--- src/rtl/buffer_frame_reader_if.sv ---
// Signal bundle between the frame reader, the sample buffer read port and the
// FFT-side sample stream consumer.
//
// Stream handshake: a sample transfers on a rising mclk edge where both
// sample_valid_o and sample_ready_i are 1. Once valid is raised, sample_o and
// sample_last_o stay stable and valid stays high until that transfer occurs.
interface buffer_frame_reader_if #(
  parameter int DATA_BITS = 16,
  parameter int ADDR_BITS = 10
);
  logic                 start_i;
  logic [ADDR_BITS-1:0] base_addr_i;
  logic [ADDR_BITS-1:0] buffer_raddr_o;
  logic [DATA_BITS-1:0] buffer_rdata_i;
  logic                 buffer_available_i;
  logic [DATA_BITS-1:0] sample_o;
  logic                 sample_valid_o;
  logic                 sample_ready_i;
  logic                 sample_last_o;
  logic                 busy_o;
  logic                 done_o;
  logic                 err_o;

  modport master (
    input  start_i,
    input  base_addr_i,
    input  buffer_rdata_i,
    input  buffer_available_i,
    input  sample_ready_i,
    output buffer_raddr_o,
    output sample_o,
    output sample_valid_o,
    output sample_last_o,
    output busy_o,
    output done_o,
    output err_o
  );

  modport slave (
    output start_i,
    output base_addr_i,
    output buffer_rdata_i,
    output buffer_available_i,
    output sample_ready_i,
    input  buffer_raddr_o,
    input  sample_o,
    input  sample_valid_o,
    input  sample_last_o,
    input  busy_o,
    input  done_o,
    input  err_o
  );
endinterface

--- src/rtl/buffer_frame_reader.sv ---
// Read-side master of the codec sample buffer: fetches FRAME_LEN consecutive
// samples from a base address and streams them to the FFT front end.
module buffer_frame_reader #(
  parameter int DATA_BITS = 16,
  parameter int ADDR_BITS = 10,
  parameter int FRAME_LEN = 256,
  parameter int STALL_MAX = 4095
) (
  input  logic                mclk,
  input  logic                rst_n,
  buffer_frame_reader_if.master bus,
  output logic [2:0]          dbg_state_o
);

  localparam int SMP_W   = (FRAME_LEN > 1) ? $clog2(FRAME_LEN) : 1;
  localparam int STALL_W = $clog2(STALL_MAX + 1);

  localparam logic [SMP_W-1:0]   LAST_IDX  = SMP_W'(FRAME_LEN - 1);
  localparam logic [STALL_W-1:0] STALL_LIM = STALL_W'(STALL_MAX);

  typedef enum logic [2:0] {
    S_IDLE = 3'd0,
    S_ADDR = 3'd1,
    S_WAIT = 3'd2,
    S_OUT  = 3'd3,
    S_DONE = 3'd4
  } state_e;

  state_e               state_q, state_d;
  logic [ADDR_BITS-1:0] rd_ptr_q, rd_ptr_d;
  logic [SMP_W-1:0]     smp_cnt_q, smp_cnt_d;
  logic [STALL_W-1:0]   stall_cnt_q, stall_cnt_d;
  logic [STALL_W-1:0]   stall_inc;
  logic [DATA_BITS-1:0] sample_q, sample_d;
  logic                 valid_q, valid_d;
  logic                 last_q, last_d;
  logic                 err_q, err_d;

  assign stall_inc = stall_cnt_q + STALL_W'(1);

  always_ff @(posedge mclk) begin
    if (!rst_n) begin
      state_q     <= S_IDLE;
      rd_ptr_q    <= '0;
      smp_cnt_q   <= '0;
      stall_cnt_q <= '0;
      sample_q    <= '0;
      valid_q     <= 1'b0;
      last_q      <= 1'b0;
      err_q       <= 1'b0;
    end else begin
      state_q     <= state_d;
      rd_ptr_q    <= rd_ptr_d;
      smp_cnt_q   <= smp_cnt_d;
      stall_cnt_q <= stall_cnt_d;
      sample_q    <= sample_d;
      valid_q     <= valid_d;
      last_q      <= last_d;
      err_q       <= err_d;
    end
  end

  always_comb begin
    state_d     = state_q;
    rd_ptr_d    = rd_ptr_q;
    smp_cnt_d   = smp_cnt_q;
    stall_cnt_d = stall_cnt_q;
    sample_d    = sample_q;
    valid_d     = valid_q;
    last_d      = last_q;
    err_d       = 1'b0;

    case (state_q)
      S_IDLE: begin
        if (bus.start_i) begin
          rd_ptr_d    = bus.base_addr_i;
          smp_cnt_d   = '0;
          stall_cnt_d = '0;
          state_d     = S_ADDR;
        end
      end

      S_ADDR: begin
        if (bus.buffer_available_i) begin
          stall_cnt_d = '0;
          state_d     = S_WAIT;
        end else if (stall_inc == STALL_LIM) begin
          // Give up on the frame: err_o is a registered pulse seen in IDLE.
          stall_cnt_d = '0;
          err_d       = 1'b1;
          state_d     = S_IDLE;
        end else begin
          stall_cnt_d = stall_inc;
        end
      end

      // The buffer returns data one cycle after the address; capture it here.
      S_WAIT: begin
        sample_d = bus.buffer_rdata_i;
        valid_d  = 1'b1;
        last_d   = (smp_cnt_q == LAST_IDX);
        state_d  = S_OUT;
      end

      S_OUT: begin
        if (bus.sample_ready_i) begin
          valid_d   = 1'b0;
          last_d    = 1'b0;
          rd_ptr_d  = rd_ptr_q + ADDR_BITS'(1);
          smp_cnt_d = smp_cnt_q + SMP_W'(1);
          state_d   = last_q ? S_DONE : S_ADDR;
        end
      end

      S_DONE: begin
        state_d = S_IDLE;
      end

      default: begin
        state_d = S_IDLE;
      end
    endcase
  end

  assign bus.buffer_raddr_o = rd_ptr_q;
  assign bus.sample_o       = sample_q;
  assign bus.sample_valid_o = valid_q;
  assign bus.sample_last_o  = last_q;
  assign bus.busy_o         = (state_q != S_IDLE);
  assign bus.done_o         = (state_q == S_DONE);
  assign bus.err_o          = err_q;
  assign dbg_state_o        = state_q;

endmodule

--- src/flat_wrapper.sv ---
// flat-port wrapper written by rule: the top's interface ports become plain ports
module buffer_frame_reader_flat 
#(
  parameter int DATA_BITS = 16,
  parameter int ADDR_BITS = 10,
  parameter int FRAME_LEN = 256,
  parameter int STALL_MAX = 4095
)
  (mclk, rst_n, dbg_state_o, bus_start_i, bus_base_addr_i, bus_buffer_rdata_i, bus_buffer_available_i, bus_sample_ready_i, bus_buffer_raddr_o, bus_sample_o, bus_sample_valid_o, bus_sample_last_o, bus_busy_o, bus_done_o, bus_err_o);
  buffer_frame_reader_if #(.DATA_BITS(DATA_BITS), .ADDR_BITS(ADDR_BITS)) bus_i ();
  input  logic mclk;
  input  logic rst_n;
  output logic [2:0] dbg_state_o;
  input wire logic [$bits(bus_i.start_i)-1:0] bus_start_i;
  input wire logic [$bits(bus_i.base_addr_i)-1:0] bus_base_addr_i;
  input wire logic [$bits(bus_i.buffer_rdata_i)-1:0] bus_buffer_rdata_i;
  input wire logic [$bits(bus_i.buffer_available_i)-1:0] bus_buffer_available_i;
  input wire logic [$bits(bus_i.sample_ready_i)-1:0] bus_sample_ready_i;
  output wire logic [$bits(bus_i.buffer_raddr_o)-1:0] bus_buffer_raddr_o;
  output wire logic [$bits(bus_i.sample_o)-1:0] bus_sample_o;
  output wire logic [$bits(bus_i.sample_valid_o)-1:0] bus_sample_valid_o;
  output wire logic [$bits(bus_i.sample_last_o)-1:0] bus_sample_last_o;
  output wire logic [$bits(bus_i.busy_o)-1:0] bus_busy_o;
  output wire logic [$bits(bus_i.done_o)-1:0] bus_done_o;
  output wire logic [$bits(bus_i.err_o)-1:0] bus_err_o;
  assign bus_i.start_i = bus_start_i;
  assign bus_i.base_addr_i = bus_base_addr_i;
  assign bus_i.buffer_rdata_i = bus_buffer_rdata_i;
  assign bus_i.buffer_available_i = bus_buffer_available_i;
  assign bus_i.sample_ready_i = bus_sample_ready_i;
  assign bus_buffer_raddr_o = bus_i.buffer_raddr_o;
  assign bus_sample_o = bus_i.sample_o;
  assign bus_sample_valid_o = bus_i.sample_valid_o;
  assign bus_sample_last_o = bus_i.sample_last_o;
  assign bus_busy_o = bus_i.busy_o;
  assign bus_done_o = bus_i.done_o;
  assign bus_err_o = bus_i.err_o;
  buffer_frame_reader #(.DATA_BITS(DATA_BITS), .ADDR_BITS(ADDR_BITS), .FRAME_LEN(FRAME_LEN), .STALL_MAX(STALL_MAX)) u_core (.mclk(mclk), .rst_n(rst_n), .bus(bus_i), .dbg_state_o(dbg_state_o));
endmodule
--- config.mk ---
export PLATFORM = sky130hd
export DESIGN_NAME = buffer_frame_reader_flat
export DESIGN_NICKNAME = d
export VERILOG_FILES = /design/src/rtl/buffer_frame_reader_if.sv /design/src/rtl/buffer_frame_reader.sv /design/src/flat_wrapper.sv
export SDC_FILE = /design/constraint.sdc
export NUM_CORES = 1
export LEC_CHECK = 0
export CAP_MARGIN = 20
export CORE_AREA = 2 2 89 74
export DETAILED_ROUTE_END_ITERATION = 10
export DIE_AREA = 0 0 91 76
export PLACE_DENSITY = 0.73
export SLEW_MARGIN = 15
export SYNTH_ARGS = -nofsm -noshare
export SYNTH_HDL_FRONTEND = slang
export SYNTH_SLANG_ARGS = --single-unit
--- constraint.sdc ---
create_clock -name mclk -period 6 [get_ports mclk]
set_clock_uncertainty 0.05 [all_clocks]
set_input_delay 0.9 -clock mclk [delete_from_list [all_inputs] [get_ports mclk]]
set_output_delay 0.9 -clock mclk [all_outputs]
set_load 0.01 [all_outputs]
Yosys cells after proc, flatten, opt, wreduce, memory -nomap -nowiden
Cells that the tools add are included.
{"block": "op_classes", "addsub": 3, "n_eq_ne": 9, "mux": 20, "bitwise": 2, "n_reduce_logical": 10}
{"op": "12-bit two-way mux", "count": 3}
{"op": "12-bit one-hot mux with 2 select lines", "count": 1}
{"op": "10-bit two-way mux", "count": 2}
{"op": "10-bit one-hot mux with 2 select lines", "count": 1}
{"op": "8-bit two-way mux", "count": 2}
{"op": "8-bit one-hot mux with 2 select lines", "count": 1}
{"op": "3-bit two-way mux", "count": 5}
{"op": "12-bit by 1-bit adder with 12-bit output, second input constant", "count": 1}
{"op": "12-bit == test, second input constant", "count": 1}
{"op": "3-bit one-hot mux with 4 select lines", "count": 1}
{"op": "10-bit by 1-bit adder with 10-bit output, second input constant", "count": 1}
{"op": "8-bit by 1-bit adder with 8-bit output, second input constant", "count": 1}
{"op": "8-bit == test, second input constant", "count": 1}
{"op": "3-bit by 2-bit == test with 1-bit output, second input constant", "count": 2}
{"op": "3-bit AND reduction", "count": 2}
{"op": "2-bit nonzero test", "count": 3}
{"op": "2-bit inequality test, second input constant", "count": 2}
{"op": "1-bit one-hot mux with 2 select lines", "count": 2}
{"op": "2-bit AND reduction", "count": 2}
{"op": "3-bit by 1-bit == test with 1-bit output, second input constant", "count": 1}
{"op": "3-bit == test, second input constant", "count": 1}
{"op": "3-bit zero test", "count": 1}
{"op": "3-bit by 2-bit inequality test with 1-bit output, second input constant", "count": 1}
{"op": "3-bit nonzero test", "count": 1}
{"op": "3 further kinds", "count": 5}
{"block": "word_totals", "ff_bits": 52, "out_inout_bits": 34, "word_cells": 52}

Logic depth before layout (Yosys ltp)
Gate-level depths: netlist of run 1.
{"block": "depth", "depth_word": 5, "depth_mapped": 8}

Least setup slack after synthesis of run 1
OpenSTA, ideal clock, no wires.
{"block": "synth_timing", "path_type": "flip-flop to flip-flop", "from": "register u_core.stall_cnt_q[0]", "to": "register u_core.stall_cnt_q[4]", "setup_time_ps": 120, "arrival_ps": 2130, "setup_slack_ps": 3700, "stages_incl_launch_ff": 9, "path_buffers": 1, "synth_period_minus_slack_ps": 2300, "path_cell_list": "dfxtp_1 > ha_1 > inv_1 > or4_1 > a222oi_1 > a31o_2 > buf_6 > nor2_2 > a211o_1"}
{"block": "synth_via", "elab_chain_len": 5}
{"item": "from (decl)", "line": "buffer_frame_reader.sv:32", "text": "logic [STALL_W-1:0] stall_cnt_q, stall_cnt_d;"}
{"item": "from (signal assigned)", "line": "buffer_frame_reader.sv:55", "text": "stall_cnt_q <= stall_cnt_d;"}
{"item": "12-bit by 1-bit adder with 12-bit output *", "line": "buffer_frame_reader.sv:39", "text": "assign stall_inc = stall_cnt_q + STALL_W'(1);"}
{"item": "12-bit == test", "line": "buffer_frame_reader.sv:87", "text": "end else if (stall_inc == STALL_LIM) begin"}
{"item": "12-bit two-way mux *", "line": "buffer_frame_reader.sv:87"}
{"item": "12-bit two-way mux *", "line": "buffer_frame_reader.sv:84", "text": "if (bus.buffer_available_i) begin"}
{"item": "12-bit one-hot mux with 2 select lines *", "line": "buffer_frame_reader.sv:73", "text": "case (state_q)"}
Mark *: on every way between the ends. The rest lies on a longest branch, timed or not.
A chain may end at the register's enable or synchronous reset.

==> results of run 1 <==
-- state kept, by name, indices dropped and copies added (netlist names) --
name and flops:
u_core.bus.sample_o 16, u_core.bus.sample_valid_o 1, u_core.bus.err_o 1, u_core.smp_cnt_q 8
u_core.stall_cnt_q 12, u_core.bus.buffer_raddr_o 10, u_core.bus.sample_last_o 1, u_core.dbg_state_o 3
-- final cells by class --
type	instances	area, um^2
clock buffers	5	68.8
clock inverters	3	68.8
fillers	598	2780
inverters	5	18.8
multi-input cells	245	1390
flip-flops and latches	52	1040
well taps	84	105
repair buffers	65	648
-- worst register-to-register path: cells and delay by family, from the launching register on --
family | cells | cell delay [ns]
buf+inv | 1 | 0.06
flops | 1 | 0.47
simple gates | 2 | 0.60
compound gates | 3 | 1.13
fa+ha+maj | 1 | 0.19
-- placed cells by master (no fill, tap or decap), drive strengths merged, types with 7 or more instances in the layout --
cell type and n:
a21oi 19, a21boi 18, nand3 16, nor3 10
nand4 7, or3 7, nor2 27, o21ai 18
dfxtp 52, nand2 62, clkdlybuf4s50 64
-- power breakdown --
group | internal [W] | switching [W] | total [W]
Combinational | 0.0000569 | 0.0000487 | 0.000106
Clock | 0.000168 | 0.000121 | 0.000289
Sequential | 0.000358 | 0.0000152 | 0.000373
-- routing by layer --
metal	wire length [um]	vias to the layer above
li1	-	1221
met1	3040	1099
met2	2650	57
met3	252	2
met4	45	0
met5	0	-
-- how the worst max path moves through the flow --
stage                             endpoint  slack (ns)  depth (start not counted)
finish               u_core.stall_cnt_q[9]        2.80                          6
global route         u_core.stall_cnt_q[3]        2.49                          5
CTS                  u_core.stall_cnt_q[9]        2.79                          6
detailed placement   u_core.stall_cnt_q[9]        2.46                          6
global placement    u_core.stall_cnt_q[11]        2.50                          6
floorplan            u_core.stall_cnt_q[4]        3.70                          8
-- per-stage QoR --
| stage | setup WS [ns] | power (W) |
|---|---|---|
| after floorplan | 3.70 | 0.000428 |
| after global placement | 2.50 | 0.000485 |
| after detailed placement | 2.46 | 0.000486 |
| after CTS | 2.79 | 0.000777 |
| after global routing | 2.49 | 0.000802 |
| final | 2.80 | 0.000768 |
-- cell families (layout without fill, tap and decap cells) --
kind of cell / count (synthesis) / in the layout / share of synthesized area (%)
buffers and inverters: 21 / 78 / 3.64
adders and majority gates: 5 / 5 / 2.49
xor gates and xnor gates: 9 / 9 / 3.14
AOI/OAI and AO/OA: 79 / 79 / 20.4
and+or+nand+nor: 152 / 152 / 28.8
DFF: 52 / 52 / 41.5
==> flow_summary.yaml, run 1 <==
worst_setup_path:
  end_kind: "flip-flop"
  rrSetupSlack_ns: 3.40
  cp-startpoint: "rst_n"
  crit_path_max_incr_delay_ns: 0.97
  crit_path_max_fanout: 26
  critPathTopFamily: "simple AND/OR/NAND/NOR gates"
  arrival_ns: 3.40
  worstSetupPathType: "input port to flip-flop"
  r2r_cells: 7
  path_cells: "clkdlybuf4s50_1, nand2b_1, or4b_2, a31o_2, nor3_1, a211o_1"
  worst-path-buf-inv: 1
  r2r_start: "u_core.stall_cnt_q[1]"
  critical_path.slowest_cell: "clkdlybuf4s50_1"
  cp-start-kind: "input port"
  required_ns: 6.21
  r2r_end: "u_core.stall_cnt_q[11]"
place:
  gp_congestion: 0.856
  dpl-instance-area_mm2: 0.00320
  placedCellCount: 451
  dp_hpwl_mm: 4.25
  io_buffers: 64
yosys:
  synth_most_common_cell: "nand2_1"
  yosys_warnings: 0
  synth.ff_latch_count: 52
  async_reset_ff_share_pct: 0
  ys_seq_area_share_pct: 41.5
  syn_inst: 318
  ys.flop_type: "dfxtp_1"
  synth.cell_area_mm2: 0.00251
  synth_edf_count: 0
  synthTopCellsByCount: "nand2_1, dfxtp_1, nor2_1"
  syn_area_per_cell_um2: 7.90
  synth.distinct_cells: 47
  yosysTopAreaCell: "dfxtp_1"
  yosys-top-cells-area: "dfxtp_1, nand2_1, a21boi_0"
  synth_top_area_share_pct: 41.5
  synth.net_count: 354
drt:
  wl_per_cell_um: 13.0
  drtPass1Iterations: 4
  drc: 0
  antenna_left: 0
  drt-total-wl_mm: 5.98
  vias: 2379
  viasPerCell: 5.18
  first_iter_violations: 90
finish:
  diodes: 0
  area_delta_synth_final_pct: 32.9
  postLayoutCellArea_mm2: 0.00334
  final_util_pct: 54.6
  nets: 410
  final_layout_size_suffix_gt1_share_pct: 4.53
  instances_no_fill: 459
clock_network:
  clock_path_buffers: 2
  cts_tree: "done"
  cts.sinks: 52
  postCtsHoldBufs: 0
  post_cts_buffers: 0
  clk_latency_ns: 0.31
  numCtsBuffers: 5
  root_buffer: "clkbuf_8"
  cts_max_level: 2
  cts_resized: 0
  clk_pin_slew_ns: 0.10
floorplan:
  fp.dieW_um: 91
  chipHeight_um: 76
  die_area_mm2: 0.00692
  initial_core_util_pct: 41.1
  rows: 26
  ios: 65
  fp.coreArea_mm2: 0.00612
global_route:
  top_usage_layer: "met2"
  grt_overflow: 0
  grt_pass1_wl_mm: 10.3
  antenna_found_initial: 0
  use_met2_pct: 26.7
  grt_pass1_vias: 2204
  met1_usage_pct: 26.3
  grt_max_degree: 27
  use_met3_pct: 2.77
  track_usage_pct: 17.8
sta:
  timing.slew.headroom_pct: 46.1
  finalHoldViolCount: 0
  fin_crit_ns: 3.20
  hold-worst-slack_ns: 0.424
  fmax_mhz: 313
  maxSlewViolCount: 0
  fin_crit_sh_pct: 53.3
  setup_tns_ns: 0
  setup_viol: 0
  tightest_slew_ns: 0.806
  rsz0062_at_grt: "no"
hold_path:
  holdPathStages: 2
  hold_end: "u_core.bus.sample_o[10]"
  hold_path_class: "flip-flop to flip-flop"
  worstHoldStart: "u_core.bus.sample_o[10]"
power_and_ir_drop:
  ir_drop_v: 0.0000965
  power.leakage_nw: 1.17
  power_density_mw_per_mm2: 230
status:
  status: "finished, final reports clean"
flow_run:
  cap_viol_max_count: 0
Power figures use the tool's default switching activity.
==> inputs of run 2 (changes only) <==
==> constraint.sdc (replaced) <==
create_clock -name mclk -period 3 [get_ports mclk]
set_clock_uncertainty 0.05 [all_clocks]
set_input_delay 0.45 -clock mclk [delete_from_list [all_inputs] [get_ports mclk]]
set_output_delay 0.45 -clock mclk [all_outputs]
set_load 0.01 [all_outputs]
==> run 2 against run 1 <==
Sequential power is 100% higher; routed wire length up 4.9%; first-iteration DRC count increased by 5.6%; worst hold slack got worse by 0.0088 ns; register-to-register slack got worse by 3.0 ns; critical path type is now flip-flop to flip-flop; flip-flop and latch count stayed put; final cell count is 0.65% higher; clock power grew 46%; final area is 0.75% lower; count of clock-buffer cells in the layout grew 2.
==> flow_summary.yaml, run 2 (synthesis gave the netlist of run 1 again) <==
global_route:
  grt_overflow: 0
  grt_pass1_wl_mm: 10.7
  grt_max_degree: 26
  track_usage_pct: 18.8
  antenna_found_initial: 0
  grt_pass1_vias: 2257
sta:
  hold-worst-slack_ns: 0.415
  finalHoldViolCount: 0
  setup_tns_ns: 0
  timing.slew.headroom_pct: 59.9
  rsz0062_at_grt: "no"
  tightest_slew_ns: 0.599
  fin_crit_sh_pct: 85.0
  fin_crit_ns: 2.55
  fmax_mhz: 392
  setup_viol: 0
  maxSlewViolCount: 0
finish:
  largest_reg_flops: 16
  nets: 413
  final_layout_size_suffix_gt1_share_pct: 4.76
  area_delta_synth_final_pct: 31.9
  instances_no_fill: 462
  final_common_cell: "clkdlybuf4s50_1"
  diodes: 0
  final_cell_mix: "clkdlybuf4s50_1, nand2_1, dfxtp_1"
floorplan:
  fp.coreArea_mm2: 0.00612
  initial_core_util_pct: 41.1
  rows: 26
  chipHeight_um: 76
  ios: 65
  fp.dieW_um: 91
  die_area_mm2: 0.00692
drt:
  drtPass1Iterations: 4
  wl_met2_mm: 2.72
  drc: 0
  first_iter_violations: 95
  viasPerCell: 5.23
  routed.top_layer: "met4"
  wl_met3_um: 465
  vias: 2416
  wl_per_cell_um: 13.6
  wl_met1_mm: 3.03
  antenna_left: 0
  drt-total-wl_mm: 6.28
worst_setup_path:
  r2r_start: "u_core.stall_cnt_q[0]"
  critical_path.slowest_cell: "or4_1"
  critPathTopFamily: "compound AO/OA/AOI/OAI gates"
  required_ns: 3.16
  arrival_ns: 2.71
  cp-startpoint: "u_core.stall_cnt_q[0]"
  cp-start-kind: "flip-flop"
  worst-path-buf-inv: 1
  crit_path_max_incr_delay_ns: 0.51
  r2r_cells: 7
  path_cells: "ha_1, inv_1, or4_1, a222oi_1, a31o_2, nor2_1, a211o_1"
  rrSetupSlack_ns: 0.45
  end_kind: "flip-flop"
  worstSetupPathType: "flip-flop to flip-flop"
  crit_path_max_fanout: 14
  r2r_end: "u_core.stall_cnt_q[9]"
clock_network:
  clock_path_buffers: 2
  cts_resized: 0
  post_cts_buffers: 0
  clk_pin_slew_ns: 0.10
  cts.sinks: 52
  clk_latency_ns: 0.31
  root_buffer: "clkbuf_8"
  postCtsHoldBufs: 0
  cts_tree: "done"
  numCtsBuffers: 5
  cts_max_level: 2
power_and_ir_drop:
  ir_drop_v: 0.000223
  power_density_mw_per_mm2: 419
  power.leakage_nw: 1.16
place:
  placedCellCount: 454
  io_buffers: 64
  gp_congestion: 0.881
  dp_hpwl_mm: 4.39
hold_path:
  hold_path_class: "flip-flop to flip-flop"
  hold_end: "u_core.bus.sample_o[7]"
  worstHoldStart: "u_core.bus.sample_o[7]"
  holdPathStages: 2
flow_run:
  cap_viol_max_count: 0
status:
  status: "finished, final reports clean"
-- run 2: cell count changes in the layout (fill, tap and decap cells not counted) --
cell / delta
a21oi_1: +1
a21oi_2: -1
buf_4: +3
bufinv_16: -2
clkbuf_1: +1
clkbuf_8: +1
clkinvlp_4: +1
inv_6: -1
-- run 2: per-stage QoR --
| step | cell area (um^2) | total power [W] | util, % | worst slack (ns) |
|---|---|---|---|---|
| global placement | 3220 | 0.000975 | 52.6 | 0.523 |
| global route | 3310 | 0.00146 | 54.2 | 0.259 |
| CTS | 3310 | 0.00140 | 54.2 | 0.437 |
| detailed placement | 3220 | 0.000980 | 52.6 | 0.453 |
| floorplan | 2510 | 0.000856 | - | 0.700 |
| finish | 3310 | 0.00139 | 54.2 | 0.449 |
-- run 2: power breakdown --
group / total, W / internal (W) / switching, W
combinational: 0.000218 / 0.000117 / 0.000101
clock: 0.000423 / 0.000188 / 0.000235
sequential: 0.000746 / 0.000716 / 0.0000302
total: 0.00139 / 0.00102 / 0.000366
-- run 2: how the worst max path moves through the flow --
stage | slack (ns) | endpoint | depth (start not counted)
floorplan | 0.70 | u_core.stall_cnt_q[4] | 8
global placement | 0.52 | u_core.stall_cnt_q[11] | 7
detailed placement | 0.45 | u_core.stall_cnt_q[9] | 7
CTS | 0.44 | u_core.stall_cnt_q[9] | 7
global route | 0.26 | u_core.stall_cnt_q[9] | 7
finish | 0.45 | u_core.stall_cnt_q[9] | 7
-- run 2: cell type report --
| cell class | count | area [um^2] |
|---|---|---|
| clock buffer | 7 | 86.3 |
| tap | 84 | 105 |
| multi-input combinational | 245 | 1380 |
| clock inverter | 1 | 7.51 |
| sequential | 52 | 1040 |
| timing repair buffer | 68 | 671 |
| inverter | 5 | 18.8 |
| fill | 596 | 2800 |
-- run 2: metal layers --
layer  GRT usage, %  vias up
li1               -     1230
met5              0        -
met4           5.30        0
met2           28.8       73
met3           5.93        5
met1           25.5     1108
-- run 2: worst min-delay path: cells and delay by family (launching register included) --
kind | cells | cell delay, ns
flops | 1 | 0.32
simple gates | 1 | 0.04
compound gates | 1 | 0.06
==> inputs of run 3 (changes only) <==
--- a/config.mk
+++ b/config.mk
@@ -7,6 +7,7 @@
 export LEC_CHECK = 0
 export CAP_MARGIN = 20
 export CORE_AREA = 2 2 89 74
+export CTS_BUF_LIST = sky130_fd_sc_hd__clkbuf_8
 export DETAILED_ROUTE_END_ITERATION = 10
 export DIE_AREA = 0 0 91 76
 export PLACE_DENSITY = 0.73
==> constraint.sdc (replaced) <==
create_clock -name mclk -period 2.38 [get_ports mclk]
set_clock_uncertainty 0.05 [all_clocks]
set_input_delay 0.357 -clock mclk [delete_from_list [all_inputs] [get_ports mclk]]
set_output_delay 0.357 -clock mclk [all_outputs]
set_load 0.01 [all_outputs]
==> run 3 against run 2 <==
Worst setup slack lost 0.30 ns; first-iteration DRC count grew 20%; final cell count up 3.9%; combinational power grew 33%; routed wire length grew 4.4%; die area did not move; power increased by 36%; critical path depth grew 1; register-to-register slack got worse by 0.30 ns; non-clock buffer count increased by 17; worst hold slack improved by 0.00098 ns; sequential share of layout area fell by 1.7 points; highest routed layer unchanged.
==> flow_summary.yaml, run 3 (synthesis gave the netlist of run 1 again) <==
status:
  status: "finished, final reports clean"
sta:
  tightest_slew_ns: 0.468
  setup_tns_ns: 0
  timing.slew.headroom_pct: 68.6
  setup_viol: 0
  fin_crit_sh_pct: 93.7
  fmax_mhz: 448
  rsz0062_at_grt: "no"
  maxSlewViolCount: 0
  finalHoldViolCount: 0
  fin_crit_ns: 2.23
finish:
  nets: 431
  seq_area_mm2: 0.00104
  instances_no_fill: 480
  final_layout_size_suffix_gt1_share_pct: 9.60
  largest_reg_flops: 16
  fillers: 609
  area_delta_synth_final_pct: 39.4
  multiInputGateArea_mm2: 0.00141
  final_common_cell: "clkdlybuf4s50_1"
  final_cell_mix: "clkdlybuf4s50_1, nand2_1, dfxtp_1"
  diodes: 0
drt:
  drc: 0
  viasPerCell: 5.22
  drtPass1Iterations: 4
  antenna_left: 0
  first_iter_violations: 114
  wl_per_cell_um: 13.7
  vias: 2505
  drt-total-wl_mm: 6.55
global_route:
  grt_pass1_vias: 2237
  grt_max_degree: 26
  antenna_found_initial: 0
  top_usage_layer: "met2"
  track_usage_pct: 18.2
  use_met3_pct: 4.75
  grt_overflow: 0
  met1_usage_pct: 25.9
  grt_pass1_wl_mm: 10.4
  use_met2_pct: 27.6
worst_setup_path:
  crit_path_max_fanout: 7
  r2r_cells: 8
  r2r_start: "u_core.stall_cnt_q[0]"
  required_ns: 2.53
  end_kind: "flip-flop"
  cp-start-kind: "flip-flop"
  arrival_ns: 2.38
  rrSetupSlack_ns: 0.15
  worstSetupPathType: "flip-flop to flip-flop"
  r2r_end: "u_core.stall_cnt_q[11]"
floorplan:
  fp.coreArea_mm2: 0.00612
  fp.dieW_um: 91
  ios: 65
  die_area_mm2: 0.00692
  rows: 26
  initial_core_util_pct: 41.1
  chipHeight_um: 76
power_and_ir_drop:
  power_density_mw_per_mm2: 541
  ir_drop_v: 0.000363
  power.leakage_nw: 1.27
place:
  io_buffers: 64
  dp_hpwl_mm: 4.53
  gp_congestion: 0.821
  placedCellCount: 469
clock_network:
  cts_max_level: 2
  cts.sinks: 52
  cts_tree: "done"
  root_buffer: "clkbuf_8"
  numCtsBuffers: 5
  clk_pin_slew_ns: 0.10
  postCtsHoldBufs: 0
  clk_latency_ns: 0.30
  clock_path_buffers: 2
flow_run:
  cap_viol_max_count: 0
hold_path:
  holdPathStages: 2
  hold_path_class: "flip-flop to flip-flop"
  hold_end: "u_core.bus.sample_o[10]"
  worstHoldStart: "u_core.bus.sample_o[10]"
[run 3: cell types whose count changed in the layout (fill, tap and decap cells not counted)]
cell,previous run,this run
bufinv_16,0,1
a211oi_1,4,3
clkbuf_1,1,0
a211oi_2,0,1
a22oi_1,3,2
a22oi_2,0,1
a31o_1,0,1
buf_4,4,21
clkinvlp_4,1,0
a31o_4,0,1
clkbuf_8,6,7
a31o_2,1,0
[run 3: critical path, stage by stage (launching register included)]
cell and delay [ns]:
dfxtp_1 0.35, ha_1 0.14, inv_1 0.05, or4_1 0.52, a222oi_1 0.33, buf_4 0.19
a31o_4 0.19, nor2_1 0.06, a211o_1 0.25
[run 3: area by class of cell]
cell class,count,area share [%]
repair buffers,85,22.8
well taps,84,3.00
flip-flops and latches,52,29.7
multi-input cells,246,40.3
clock buffers,7,2.75
inverters,5,0.536
clock inverters,1,0.858
[run 3: per-stage QoR]
step	instance area [um^2]	setup slack (ns)	hold WS (ns)	power (W)	utilization [%]
2_1_floorplan	2510	0.0801	0.411	0.00108	-
3_3_place_gp	3330	0.0785	0.398	0.00124	54.5
3_5_place_dp	3330	0.0319	0.405	0.00125	54.5
4_1_cts	3460	0.0136	0.419	0.00191	56.5
5_1_grt	3500	0.0602	0.443	0.00197	57.2
6_report	3500	0.150	0.416	0.00189	57.2
[run 3: metal layers]
metal | vias to the layer above | wire [um]
li1 | 1267 | -
met1 | 1171 | 3250
met2 | 65 | 2850
met3 | 2 | 414
met4 | 0 | 41
met5 | - | 0
[run 3: report_power, final]
group	switching (W)	internal [W]
Sequential	0.0000365	0.000902
Clock	0.000294	0.000372
Combinational	0.000131	0.000158
[run 3: what timing repair did]
| action | 4_1_cts | 5_1_grt |
|---|---|---|
| buffers inserted | 0 | 2 |
| endpoints found under the hold margin | 0 | 0 |
| setup endpoints to repair | 0 | 7 |
| resized for setup | 0 | 3 |
[run 3: worst max path at each step]
stage / from / end / slack, ns / cells after the start
final: u_core.stall_cnt_q[0] / u_core.stall_cnt_q[11] / 0.15 / 8
after global routing: u_core.stall_cnt_q[0] / u_core.stall_cnt_q[11] / 0.06 / 8
after CTS: u_core.stall_cnt_q[1] / u_core.stall_cnt_q[11] / 0.01 / 7
after detailed placement: rst_n / u_core.stall_cnt_q[11] / 0.03 / 6
after global placement: u_core.stall_cnt_q[0] / u_core.stall_cnt_q[9] / 0.08 / 7
after floorplan: u_core.stall_cnt_q[0] / u_core.stall_cnt_q[4] / 0.08 / 8
